$ cat src/rtl/instr_encoder.sv
// instr_encoder: packs RV32 instruction fields into 32-bit words. It rejects
// immediates that the target format cannot represent, and queues legal words
// in a small FIFO. Each queued word is tagged with a sequential
// instruction-memory address.
module instr_encoder #(
  parameter int          DEPTH     = 4,
  parameter logic [31:0] BASE_ADDR = 32'h0000_0000
) (
  input  logic        clk,
  input  logic        reset,
  input  logic        flush,
  input  logic        in_valid,
  output logic        in_ready,
  input  logic [6:0]  in_opcode,
  input  logic [4:0]  in_rd,
  input  logic [4:0]  in_rs1,
  input  logic [4:0]  in_rs2,
  input  logic [2:0]  in_funct3,
  input  logic [6:0]  in_funct7,
  input  logic [31:0] in_imm,
  output logic        out_valid,
  input  logic        out_ready,
  output logic [31:0] out_instr,
  output logic [31:0] out_addr,
  output logic        err_valid,
  output logic [6:0]  err_opcode,
  output logic [15:0] err_count
);

  localparam int PTR_W = (DEPTH > 1) ? $clog2(DEPTH) : 1;
  localparam int CNT_W = $clog2(DEPTH) + 1;
  localparam logic [CNT_W-1:0] FULL_CNT = CNT_W'(DEPTH);

  localparam logic [6:0] OP_IMM    = 7'b0010011;
  localparam logic [6:0] OP_JALR   = 7'b1100111;
  localparam logic [6:0] OP_LOAD   = 7'b0000011;
  localparam logic [6:0] OP_LUI    = 7'b0110111;
  localparam logic [6:0] OP_BRANCH = 7'b1100011;
  localparam logic [6:0] OP_STORE  = 7'b0100011;
  localparam logic [6:0] OP_REG    = 7'b0110011;

  // FIFO storage and bookkeeping
  logic [31:0]      r_mem_instr [DEPTH];
  logic [31:0]      r_mem_addr  [DEPTH];
  logic [PTR_W-1:0] r_wr_ptr;
  logic [PTR_W-1:0] r_rd_ptr;
  logic [CNT_W-1:0] r_count;
  logic [31:0]      r_addr;

  // Error reporting state
  logic             r_err_valid;
  logic [6:0]       r_err_opcode;
  logic [15:0]      r_err_count;

  // Encoder results and handshake qualifiers
  logic [31:0]      w_instr;
  logic             w_legal;
  logic             w_imm_fits12;
  logic             w_imm_fits13;
  logic             w_accept;
  logic             w_push;
  logic             w_pop;
  logic             w_illegal;

  // A 12-bit signed field holds the value only if bits 31..11 are pure sign.
  assign w_imm_fits12 = (in_imm[31:11] == '0) || (&in_imm[31:11]);
  // A 13-bit branch offset holds the value only if bits 31..12 are pure sign.
  assign w_imm_fits13 = (in_imm[31:12] == '0) || (&in_imm[31:12]);

  // Pack fields for the requested format and judge whether the immediate fits
  always_comb begin
    // NOTE: every combinational output gets a default first. Then no path
    // through the case leaves it unassigned, and no latch is inferred.
    w_instr = '0;
    w_legal = 1'b0;
    case (in_opcode)
      OP_IMM, OP_JALR, OP_LOAD: begin
        w_instr = {in_imm[11:0], in_rs1, in_funct3, in_rd, in_opcode};
        w_legal = w_imm_fits12;
      end
      OP_LUI: begin
        w_instr = {in_imm[31:12], in_rd, in_opcode};
        w_legal = (in_imm[11:0] == '0);
      end
      OP_BRANCH: begin
        w_instr = {in_imm[12], in_imm[10:5], in_rs2, in_rs1, in_funct3,
                   in_imm[4:1], in_imm[11], in_opcode};
        w_legal = !in_imm[0] && w_imm_fits13;
      end
      OP_STORE: begin
        w_instr = {in_imm[11:5], in_rs2, in_rs1, in_funct3, in_imm[4:0], in_opcode};
        w_legal = w_imm_fits12;
      end
      OP_REG: begin
        w_instr = {in_funct7, in_rs2, in_rs1, in_funct3, in_rd, in_opcode};
        w_legal = 1'b1;
      end
      default: begin
        w_instr = '0;
        w_legal = 1'b0;
      end
    endcase
  end

  // A flush blocks acceptance, so a request presented alongside it is ignored.
  assign in_ready  = (r_count < FULL_CNT) && !flush;
  assign w_accept  = in_valid && in_ready;
  assign w_push    = w_accept && w_legal;
  assign w_illegal = w_accept && !w_legal;
  assign w_pop     = (r_count != '0) && out_ready && !flush;

  // Pointer, occupancy and address-counter update; flush outranks push/pop
  always_ff @(posedge clk or posedge reset) begin
    // NOTE: sequential state uses non-blocking assignments. Every register
    // then samples pre-edge values, whatever the statement order.
    if (reset) begin
      r_wr_ptr <= '0;
      r_rd_ptr <= '0;
      r_count  <= '0;
      r_addr   <= BASE_ADDR;
    end else if (flush) begin
      r_wr_ptr <= '0;
      r_rd_ptr <= '0;
      r_count  <= '0;
      r_addr   <= BASE_ADDR;
    end else begin
      if (w_push) begin
        r_wr_ptr <= r_wr_ptr + 1'b1;
        r_addr   <= r_addr + 32'd4;
      end
      if (w_pop) begin
        r_rd_ptr <= r_rd_ptr + 1'b1;
      end
      case ({w_push, w_pop})
        2'b10:   r_count <= r_count + 1'b1;
        2'b01:   r_count <= r_count - 1'b1;
        default: r_count <= r_count;
      endcase
    end
  end

  // Write the encoded word and its address tag into the tail slot
  always_ff @(posedge clk) begin
    // NOTE: the storage array is deliberately not reset. Outputs are masked
    // while the FIFO is empty, so stale contents are never observed.
    if (w_push) begin
      r_mem_instr[r_wr_ptr] <= w_instr;
      r_mem_addr[r_wr_ptr]  <= r_addr;
    end
  end

  // Pulse on an illegal acceptance, latch its opcode, count with saturation
  always_ff @(posedge clk or posedge reset) begin
    if (reset) begin
      r_err_valid  <= 1'b0;
      r_err_opcode <= '0;
      r_err_count  <= '0;
    end else begin
      r_err_valid <= w_illegal;
      if (w_illegal) begin
        r_err_opcode <= in_opcode;
        if (r_err_count != 16'hFFFF) begin
          r_err_count <= r_err_count + 16'd1;
        end
      end
    end
  end

  // Head outputs come only from registered state, zeroed while empty.
  assign out_valid  = (r_count != '0);
  assign out_instr  = out_valid ? r_mem_instr[r_rd_ptr] : '0;
  assign out_addr   = out_valid ? r_mem_addr[r_rd_ptr]  : '0;
  assign err_valid  = r_err_valid;
  assign err_opcode = r_err_opcode;
  assign err_count  = r_err_count;

endmodule

$ cat config.mk
export PLATFORM = sky130hd
export DESIGN_NAME = instr_encoder
export DESIGN_NICKNAME = d
export VERILOG_FILES = /design/src/rtl/instr_encoder.sv
export SDC_FILE = /design/constraint.sdc
export NUM_CORES = 1
export LEC_CHECK = 0
export ABC_AREA = 1
export BUFFER_PORTS_ARGS = -buffer_cell sky130_fd_sc_hd__buf_4
export CAP_MARGIN = 20
export CORE_UTILIZATION = 53
export CTS_CLUSTER_DIAMETER = 60
export DETAILED_ROUTE_END_ITERATION = 16
export GPL_ROUTABILITY_DRIVEN = 0
export PLACE_DENSITY = 0.81
export SYNTH_ARGS = -nofsm -noshare
export SYNTH_HDL_FRONTEND = slang
export SYNTH_SLANG_ARGS = --single-unit
$ cat constraint.sdc
create_clock -name clk -period 4.3 [get_ports clk]
set_input_delay 0.43 -clock clk [delete_from_list [all_inputs] [get_ports clk]]
set_output_delay 0.43 -clock clk [all_outputs]
set_load 0.03 [all_outputs]
==> flow_metrics.tcl, run 1 <==
set metrics [dict create \
    critPathKind "reg -> out" \
    hpwlAfterDp_mm 21.9 \
    vias 10900 \
    synth_seq_cells 309 \
    fp.dieH_um 164 \
    crit_arrival_ns 3.01 \
    dp_slack_ns 1.16 \
    synthArstFlopShare 0.197 \
    status "finished, final reports clean" \
    final.fill_count 1919 \
    syn-instance-count 1404 \
    antenna_found_initial 0 \
    clockBufferDepth 3 \
    synth_area_sq_um 13900 \
    core-area_sq_um 25500 \
    htree_levels 1 \
    synth_flop_cell "edfxtp_1" \
    antenna_left 0 \
    cts-root-buf "clkbuf_16" \
    grtUsageTotal 0.265 \
    fmax_mhz 291 \
    start_util 0.547 \
    cts_tree "yes" \
    grt_first_pass_wirelength_mm 55.1 \
    worst-path-max-fanout 75 \
    seq_area_sq_um 8980 \
    ys_types 43 \
    grt_max_degree 76 \
    detail_route.iter0.violations 1317 \
    setup_slack_ns 0.864 \
    cp_data_required_time_ns 3.87 \
    setup_tns_ns 0 \
    synth.largest_area_cell "edfxtp_1" \
    fin_nets 1625 \
    setup.worst_path.end "out_addr[31]" \
    synth_top_area_frac 0.535 \
    report.final.slew_viol_count 0 \
    cts_num_sinks 309 \
    fin_skew_ns 0.00872 \
    grt_overflow 0 \
    synthTopCellsByArea "edfxtp_1 53%, dfrtp_1 11%, nor2_1 9.2%" \
    synth-edff-count 248 \
    fin_crit_sh 0.799 \
    antennaDiodeCount 0 \
    cts_made_buffers 30 \
    start_kind "register" \
    routed_via_density 5.74 \
    tightest_slew_ns 0.841 \
    syn_area_per_cell_sq_um 9.92 \
    drv_cap 0 \
    ioPinCount 159 \
    place_inst 1846 \
    clk_latency_ns 0.56 \
    wl_mm 35.1 \
    crit_path_end_kind "output port" \
    grt_pass1_vias 10600 \
    ff2ff_path_depth 12 \
    timing.rr.end "r_count[2]$_DFFE_PP0P_" \
    drive_gt1_frac 0.155 \
    fin_cells 1902 \
    ir_drop_uv 396 \
    hold_path.class "in -> reg" \
    final_common_cell "nor2_1" \
    slew_headroom 0.439 \
    reg2reg_from "r_count[2]$_DFFE_PP0P_" \
    yosysWarnings 0 \
    yosysSeqAreaShare 0.645 \
    pwr_density_cell_nw_per_um2 385 \
    io_buffers 156 \
    std_cell_rows 58 \
    drc 0 \
    ff2ff_setup_slack_ns 1.70 \
    area.growth.synth_to_final_pct 18.1 \
    post_drt_wl_per_cell_um 18.4 \
    multiInputGateArea_sq_um 4400 \
    setup_viol 0 \
    grt_setup_unrepaired "no" \
    die_x_um 164 \
    p_leak_nw 6.53 \
    finalHoldViolations 0 \
    crit_start "r_rd_ptr[0]$_DFFE_PP0P_" \
    min_period_ns 3.44 \
    mostFrequentLayoutCells "339 x nor2_1, 248 x edfxtp_1, 191 x nand2_1" \
    clk_pin_slew_ns 0.06 \
    dr.pass1.iters 7 \
    die-area_sq_um 26900 \
]
flip-flops by register name, summed over array words and instances (netlist names):
register / count
err_count: 16
err_opcode: 7
err_valid: 1
r_addr: 30
r_count: 3
r_mem_addr: 120
r_mem_instr: 128
r_rd_ptr: 2
r_wr_ptr: 2
stage by stage:
step                hold slack (ns)  utilization  total power, W  area [sq um]
finish                       0.0814        0.645         0.00633         16400
global placement              0.470        0.606         0.00376         15400
floorplan                     0.476            -         0.00358         13900
detailed placement            0.475        0.606         0.00377         15400
global route                 0.0855        0.645         0.00652         16400
CTS                          0.0633        0.645         0.00636         16400
cell families after synthesis:
kind of cell | share of synthesized area
simple gates | 0.197
fa+ha+maj | 0.00683
buf+inv | 0.0430
compound gates | 0.0941
flops | 0.645
xor+xnor | 0.0145
other cells | 0.000269
critical path, stage by stage (launching register included):
cell	delay (ns)
dfrtp_4	0.73
inv_2	0.70
buf_12	0.36
o21ai_0	0.14
a21oi_1	0.27
buf_4	0.22
routing by layer:
| metal | global-route usage | wire length [um] | up-vias |
|---|---|---|---|
| met5 | 0 | 0 | - |
| met4 | 0.105 | 1090 | 0 |
| met3 | 0.0419 | 3310 | 90 |
| met2 | 0.432 | 16600 | 632 |
| met1 | 0.355 | 14000 | 5134 |
| li1 | - | - | 5063 |
Yosys cell counts, types with 9 or more instances:
cell type	n
xor2_1	16
nand4_1	18
inv_1	81
dfrtp_1	61
a21oi_1	71
nand2_1	191
nor2_1	343
o21ai_0	164
buf_1	9
nor3_1	25
nand3_1	61
edfxtp_1	248
clkbuf_1	42
where the power goes:
part	switching (W)	internal [W]	leakage [nW]	total, W
clock	0.00108	0.00154	0.488	0.00262
combinational	0.000273	0.000149	2.76	0.000422
sequential	0.0000453	0.00324	3.28	0.00329
area by class of cell:
cell class / count / share of cell area
clock inverters: 9 / 0.00639
multi-input cells: 949 / 0.268
clock buffers: 46 / 0.0543
inverters: 88 / 0.0202
well taps: 330 / 0.0251
flip-flops and latches: 309 / 0.546
repair buffers: 171 / 0.0798
worst min path at each step:
stage | startpoint | endpoint | slack [ns] | cells after the start
finish | in_opcode[0] | err_opcode[0]$_DFFE_PP0P_ | 0.08 | 3
global route | in_opcode[0] | err_opcode[0]$_DFFE_PP0P_ | 0.09 | 3
CTS | in_opcode[0] | err_opcode[0]$_DFFE_PP0P_ | 0.06 | 3
detailed placement | err_opcode[1]$_DFFE_PP0P_ | err_opcode[1]$_DFFE_PP0P_ | 0.48 | 2
global placement | err_opcode[0]$_DFFE_PP0P_ | err_opcode[0]$_DFFE_PP0P_ | 0.47 | 2
floorplan | r_addr[11]$_DFFE_PP0N_ | r_mem_addr[0][11]$_DFFE_PP_ | 0.48 | 0
repair_timing:
action	CTS	global route
gates resized for setup	0	0
hold buffers	1	0
setup buffers	0	0
endpoints found under the hold margin	24	0
(Power assumes the default switching activity.)
==> inputs of run 2 (changes only) <==
- clock period: 4.3 -> 3 ns (I/O delays scaled with it)
==> run 2 against run 1 <==
Design area rose by 1.3%. Sequential power rose by 43%. Critical path type unchanged. Sequential cell count did not move. Utilization rose by 0.84 points.
==> flow_metrics.tcl, run 2 (synthesized netlist as in run 1, its figures left out) <==
set metrics [dict create \
    status "finished, final reports clean" \
    hold_path_depth 3 \
    slew_headroom 0.423 \
    report.final.slew_viol_count 0 \
    fmax_mhz 361 \
    finalHoldViolations 0 \
    post_cts_buffers 0 \
    hold_path.class "in -> reg" \
    tightest_slew_ns 0.865 \
    final.fill_count 1871 \
    htree_levels 1 \
    area.growth.synth_to_final_pct 19.6 \
    fin_crit_sh 0.922 \
    placed_cell_area_sq_um 15600 \
    post_drt_wl_per_cell_um 18.8 \
    fin_skew_ns 0.0122 \
    grt_overflow 0 \
    start_util 0.547 \
    cts_num_sinks 309 \
    post-route-util 0.654 \
    setup_tns_ns 0 \
    drv_cap 0 \
    detail_route.iter0.violations 1244 \
    ir_drop_uv 481 \
    clk_pin_slew_ns 0.06 \
    top_register "r_mem_instr" \
    mostFrequentLayoutCells "339 x nor2_1, 248 x edfxtp_1, 191 x nand2_1" \
    cts_tree "yes" \
    largest_reg_flops 128 \
    start_kind "register" \
    drc 0 \
    setup_viol 0 \
    largestRegisters "r_mem_instr (128), r_mem_addr (120), r_addr (30)" \
    min_period_ns 2.77 \
    antennaDiodeCount 0 \
    final_common_cell "nor2_1" \
    core-area_sq_um 25500 \
    grt_pass1_vias 10600 \
    routed_via_density 5.78 \
    fp.dieH_um 164 \
    grt_setup_unrepaired "no" \
    io_buffers 156 \
    worst-path-max-fanout 27 \
    hpwlAfterDp_mm 23.1 \
    dr.pass1.iters 6 \
    pwr_density_cell_nw_per_um2 557 \
    antenna_found_initial 0 \
    clk_latency_ns 0.55 \
    crit_path_end_kind "output port" \
    grt_first_pass_wirelength_mm 56.4 \
    crit_arrival_ns 2.47 \
    fin_nets 1636 \
    stdcell_area_sq_um 16600 \
    holdWs_ns 0.00490 \
    timing.rr.end "r_count[2]$_DFFE_PP0P_" \
    grt_max_degree 125 \
    critPathKind "reg -> out" \
    cts-root-buf "clkbuf_16" \
    p_leak_nw 6.62 \
    die_x_um 164 \
    ff2ff_setup_slack_ns 0.65 \
    antenna_left 0 \
    hold_end "err_opcode[0]$_DFFE_PP0P_" \
    clockBufferDepth 3 \
    grtUsageTotal 0.270 \
    vias 11100 \
    wl_mm 36.1 \
    cts_made_buffers 30 \
    ff2ff_path_depth 12 \
    die-area_sq_um 26900 \
    cp_data_required_time_ns 2.70 \
    std_cell_rows 58 \
    reg2reg_from "r_count[2]$_DFFE_PP0P_" \
    drive_gt1_frac 0.160 \
    ioPinCount 159 \
    crit_start "r_rd_ptr[0]$_DFFE_PP0P_" \
    holdCritStartpoint "in_opcode[0]" \
]
==> run 2: changes by cell type in the layout (fill, tap and decap cells not counted), sizes merged <==
| cell | before | now |
|---|---|---|
| clkinv | 6 | 10 |
| inv | 88 | 87 |
| clkbuf | 46 | 41 |
| buf | 170 | 181 |
| bufinv | 2 | 5 |
==> run 2: per-layer routing <==
metal / share of wire / vias up / wire length, um / track usage
met5: 0 / - / 0 / 0
met4: 0.031 / 0 / 1120 / 0.0997
met3: 0.090 / 89 / 3240 / 0.0366
met2: 0.48 / 648 / 17400 / 0.443
met1: 0.40 / 5239 / 14300 / 0.370
li1: - / 5085 / - / -
==> run 2: repair_timing <==
action / in CTS / in global routing
endpoints found under the hold margin: 1 / 0
resized for setup: 0 / 0
hold buffers: 1 / 0
==> run 2: area by class of cell <==
class                   count  area (sq um)  area share
clock buffers              41           843      0.0507
clock inverters            15           209      0.0126
well taps                 330           413      0.0248
multi-input cells         949          4400       0.265
flip-flops and latches    309          8980       0.539
inverters                  88           332      0.0199
repair buffers            182          1470      0.0882
==> run 2: per-stage QoR <==
stage               std cells  power (W)  setup WS, ns
floorplan                1409    0.00512        -0.328
global placement         1857    0.00539         0.306
detailed placement       1857    0.00540         0.213
CTS                      1914    0.00929         0.249
global route             1914    0.00951        0.0444
finish                   1914    0.00927         0.233
==> run 2: worst max-delay path by stage <==
stage,depth (start not counted),end
3_3_place_gp,17,r_count[2]$_DFFE_PP0P_
2_1_floorplan,8,r_mem_addr[0][10]$_DFFE_PP_
3_5_place_dp,18,r_count[2]$_DFFE_PP0P_
4_1_cts,5,out_instr[0]
6_report,5,out_instr[0]
5_1_grt,18,r_count[2]$_DFFE_PP0P_
==> run 2: critical path, stage by stage (launching register included) <==
cell	delay (ns)
dfrtp_4	0.49
inv_2	0.39
buf_4	0.37
o21ai_0	0.16
a21oi_1	0.28
buf_4	0.22
==> run 2: power breakdown <==
part	switching [W]	leakage, nW	internal, W
Combinational	0.000393	2.83	0.000216
Clock	0.00155	0.511	0.00239
Sequential	0.0000651	3.28	0.00465
Total	0.00201	6.62	0.00726
==> inputs of run 3 (changes only) <==
- PLACE_DENSITY: 0.81 -> 0.76
==> run 3 against run 2 <==
Register-to-register slack got worse by 0.07 ns. Sequential power barely moved. Total power fell by 0.69%. Wire length fell by 2.3%. Worst hold slack improved by 0.021 ns. Global-route usage fell by 0.73 points. Critical endpoint is now out_instr[20]. Largest power group unchanged. Highest routed layer unchanged.
==> flow_metrics.tcl, run 3 (synthesized netlist as in run 1, its figures left out) <==
set metrics [dict create \
    reg2reg_from "r_count[0]$_DFFE_PP0P_" \
    cp_data_required_time_ns 2.70 \
    status "finished, final reports clean" \
    final_common_cell "nor2_1" \
    dp_slack_ns 0.258 \
    crit_family "buffers and inverters" \
    crit_arrival_ns 2.43 \
    largestRegisters "r_mem_instr (128), r_mem_addr (120), r_addr (30)" \
    cts_made_buffers 34 \
    wl_mm 35.2 \
    switchingPower_w 0.00204 \
    std_cell_rows 58 \
    hpwlAfterDp_mm 22.3 \
    power.total_w 0.00921 \
    min_period_ns 2.73 \
    antenna_left 0 \
    setup_viol 0 \
    grt_pass1_vias 10200 \
    grt_max_degree 125 \
    top_register "r_mem_instr" \
    path_common_cell "buf_4" \
    largest_reg_flops 128 \
    fin_nets 1642 \
    ioPinCount 159 \
    pwr_density_cell_nw_per_um2 553 \
    worst-path-max-fanout 34 \
    p_int_w 0.00717 \
    comb_power_share 0.066 \
    tightest_slew_ns 0.873 \
    fmax_mhz 366 \
    cts_resized 0 \
    cts-hold-fix-buffers 1 \
    crit_buf_inv 3 \
    die-area_sq_um 26900 \
    seq_power_share 0.512 \
    setup_slack_ns 0.268 \
    post_cts_buffers 0 \
    cts-root-buf "clkbuf_16" \
    io_buffers 156 \
    detail_route.iter0.violations 1237 \
    post_drt_wl_per_cell_um 18.3 \
    fin_crit_sh 0.911 \
    drv_cap 0 \
    critPathKind "reg -> out" \
    drc 0 \
    grt_first_pass_wirelength_mm 54.3 \
    stdcell_area_sq_um 16600 \
    fin_skew_ns 0.0140 \
    routed_via_density 5.67 \
    ir_drop_uv 497 \
    dr.pass1.iters 6 \
    slew_headroom 0.418 \
    start_util 0.547 \
    fp.dieH_um 164 \
    clk_latency_ns 0.50 \
    crit_path_end_kind "output port" \
    grtUsageTotal 0.263 \
    htree_levels 2 \
    antenna_found_initial 0 \
    ff2ff_path_depth 14 \
    clk_pin_slew_ns 0.06 \
    drive_gt1_frac 0.160 \
    hold_path.class "in -> reg" \
    mostFrequentLayoutCells "339 x nor2_1, 248 x edfxtp_1, 191 x nand2_1" \
    crit_start "r_rd_ptr[0]$_DFFE_PP0P_" \
    cts_tree "yes" \
    cts_num_sinks 309 \
    report.final.slew_viol_count 0 \
    grt_overflow 0 \
    core-area_sq_um 25500 \
    clockBufferDepth 3 \
    start_kind "register" \
    crit_path_cell_trace "inv_2, buf_4, o21ai_0, a21oi_1, buf_4" \
    antennaDiodeCount 0 \
    crit_cells 5 \
    finalHoldViolations 0 \
    placed_cell_area_sq_um 15600 \
    cp_slowest_stage_delay_ns 0.49 \
    slowest_stage "dfrtp_4" \
    pwr-share-clk 0.422 \
    area.growth.synth_to_final_pct 19.5 \
    ff2ff_setup_slack_ns 0.58 \
    die_x_um 164 \
    grt_setup_unrepaired "no" \
    timing.rr.end "r_count[2]$_DFFE_PP0P_" \
    setup.worst_path.end "out_instr[20]" \
    p_leak_nw 6.62 \
    swShare 0.221 \
    vias 10900 \
]
-- run 3: worst reg2reg max path: cells and delay by family (launching register included) --
family,cells,cell delay (ns)
buffers and inverters,4,0.27
and+or+nand+nor,8,1.04
xor gates and xnor gates,1,0.15
DFF,1,0.45
adders and majority gates,1,0.38
-- run 3: stage by stage --
stage | util | TNS, ns | hold WS [ns] | instances
6_report | 0.653 | 0 | 0.0259 | 1919
5_1_grt | 0.653 | 0 | 0.0233 | 1919
4_1_cts | 0.653 | 0 | 0.00847 | 1919
3_5_place_dp | 0.612 | 0 | 0.392 | 1859
3_3_place_gp | 0.612 | 0 | 0.399 | 1859
2_1_floorplan | - | -81.46 | 0.410 | 1409
-- run 3: worst min-delay path by stage --
stage / start / endpoint / slack, ns / cells after the start
global route: in_opcode[0] / err_opcode[0]$_DFFE_PP0P_ / 0.02 / 3
floorplan: in_opcode[0] / err_opcode[0]$_DFFE_PP0P_ / 0.41 / 2
detailed placement: reset / r_addr[14]$_DFFE_PP0N_ / 0.39 / 3
global placement: reset / r_addr[11]$_DFFE_PP0N_ / 0.40 / 3
finish: in_opcode[0] / err_opcode[0]$_DFFE_PP0P_ / 0.03 / 3
CTS: in_opcode[0] / err_opcode[0]$_DFFE_PP0P_ / 0.008 / 3
-- run 3: cell type report --
cell class                      count  area [sq um]
Clock buffer                       47           951
Clock inverter                     12          88.8
Fill cell                        1933          8830
Inverter                           88           332
Multi-Input combinational cell    949          4400
Sequential cell                   309          8980
Tap cell                          330           413
Timing Repair Buffer              184          1470
-- run 3: power by group through the flow --
stage,clock network (W),logic (W),registers (W)
3_5_place_dp,0,0.000603,0.00480
6_report,0.00389,0.000608,0.00471
2_1_floorplan,0,0.000220,0.00490
4_1_cts,0.00394,0.000609,0.00471
3_3_place_gp,0,0.000596,0.00479
5_1_grt,0.00412,0.000656,0.00472
-- run 3: routing by layer --
layer / wire length, um / vias to the layer above / GRT usage
met5: 0 / - / 0
met4: 989 / 0 / 0.0833
li1: - / 5100 / -
met2: 16600 / 569 / 0.424
met1: 14500 / 5146 / 0.367
met3: 3130 / 71 / 0.0419
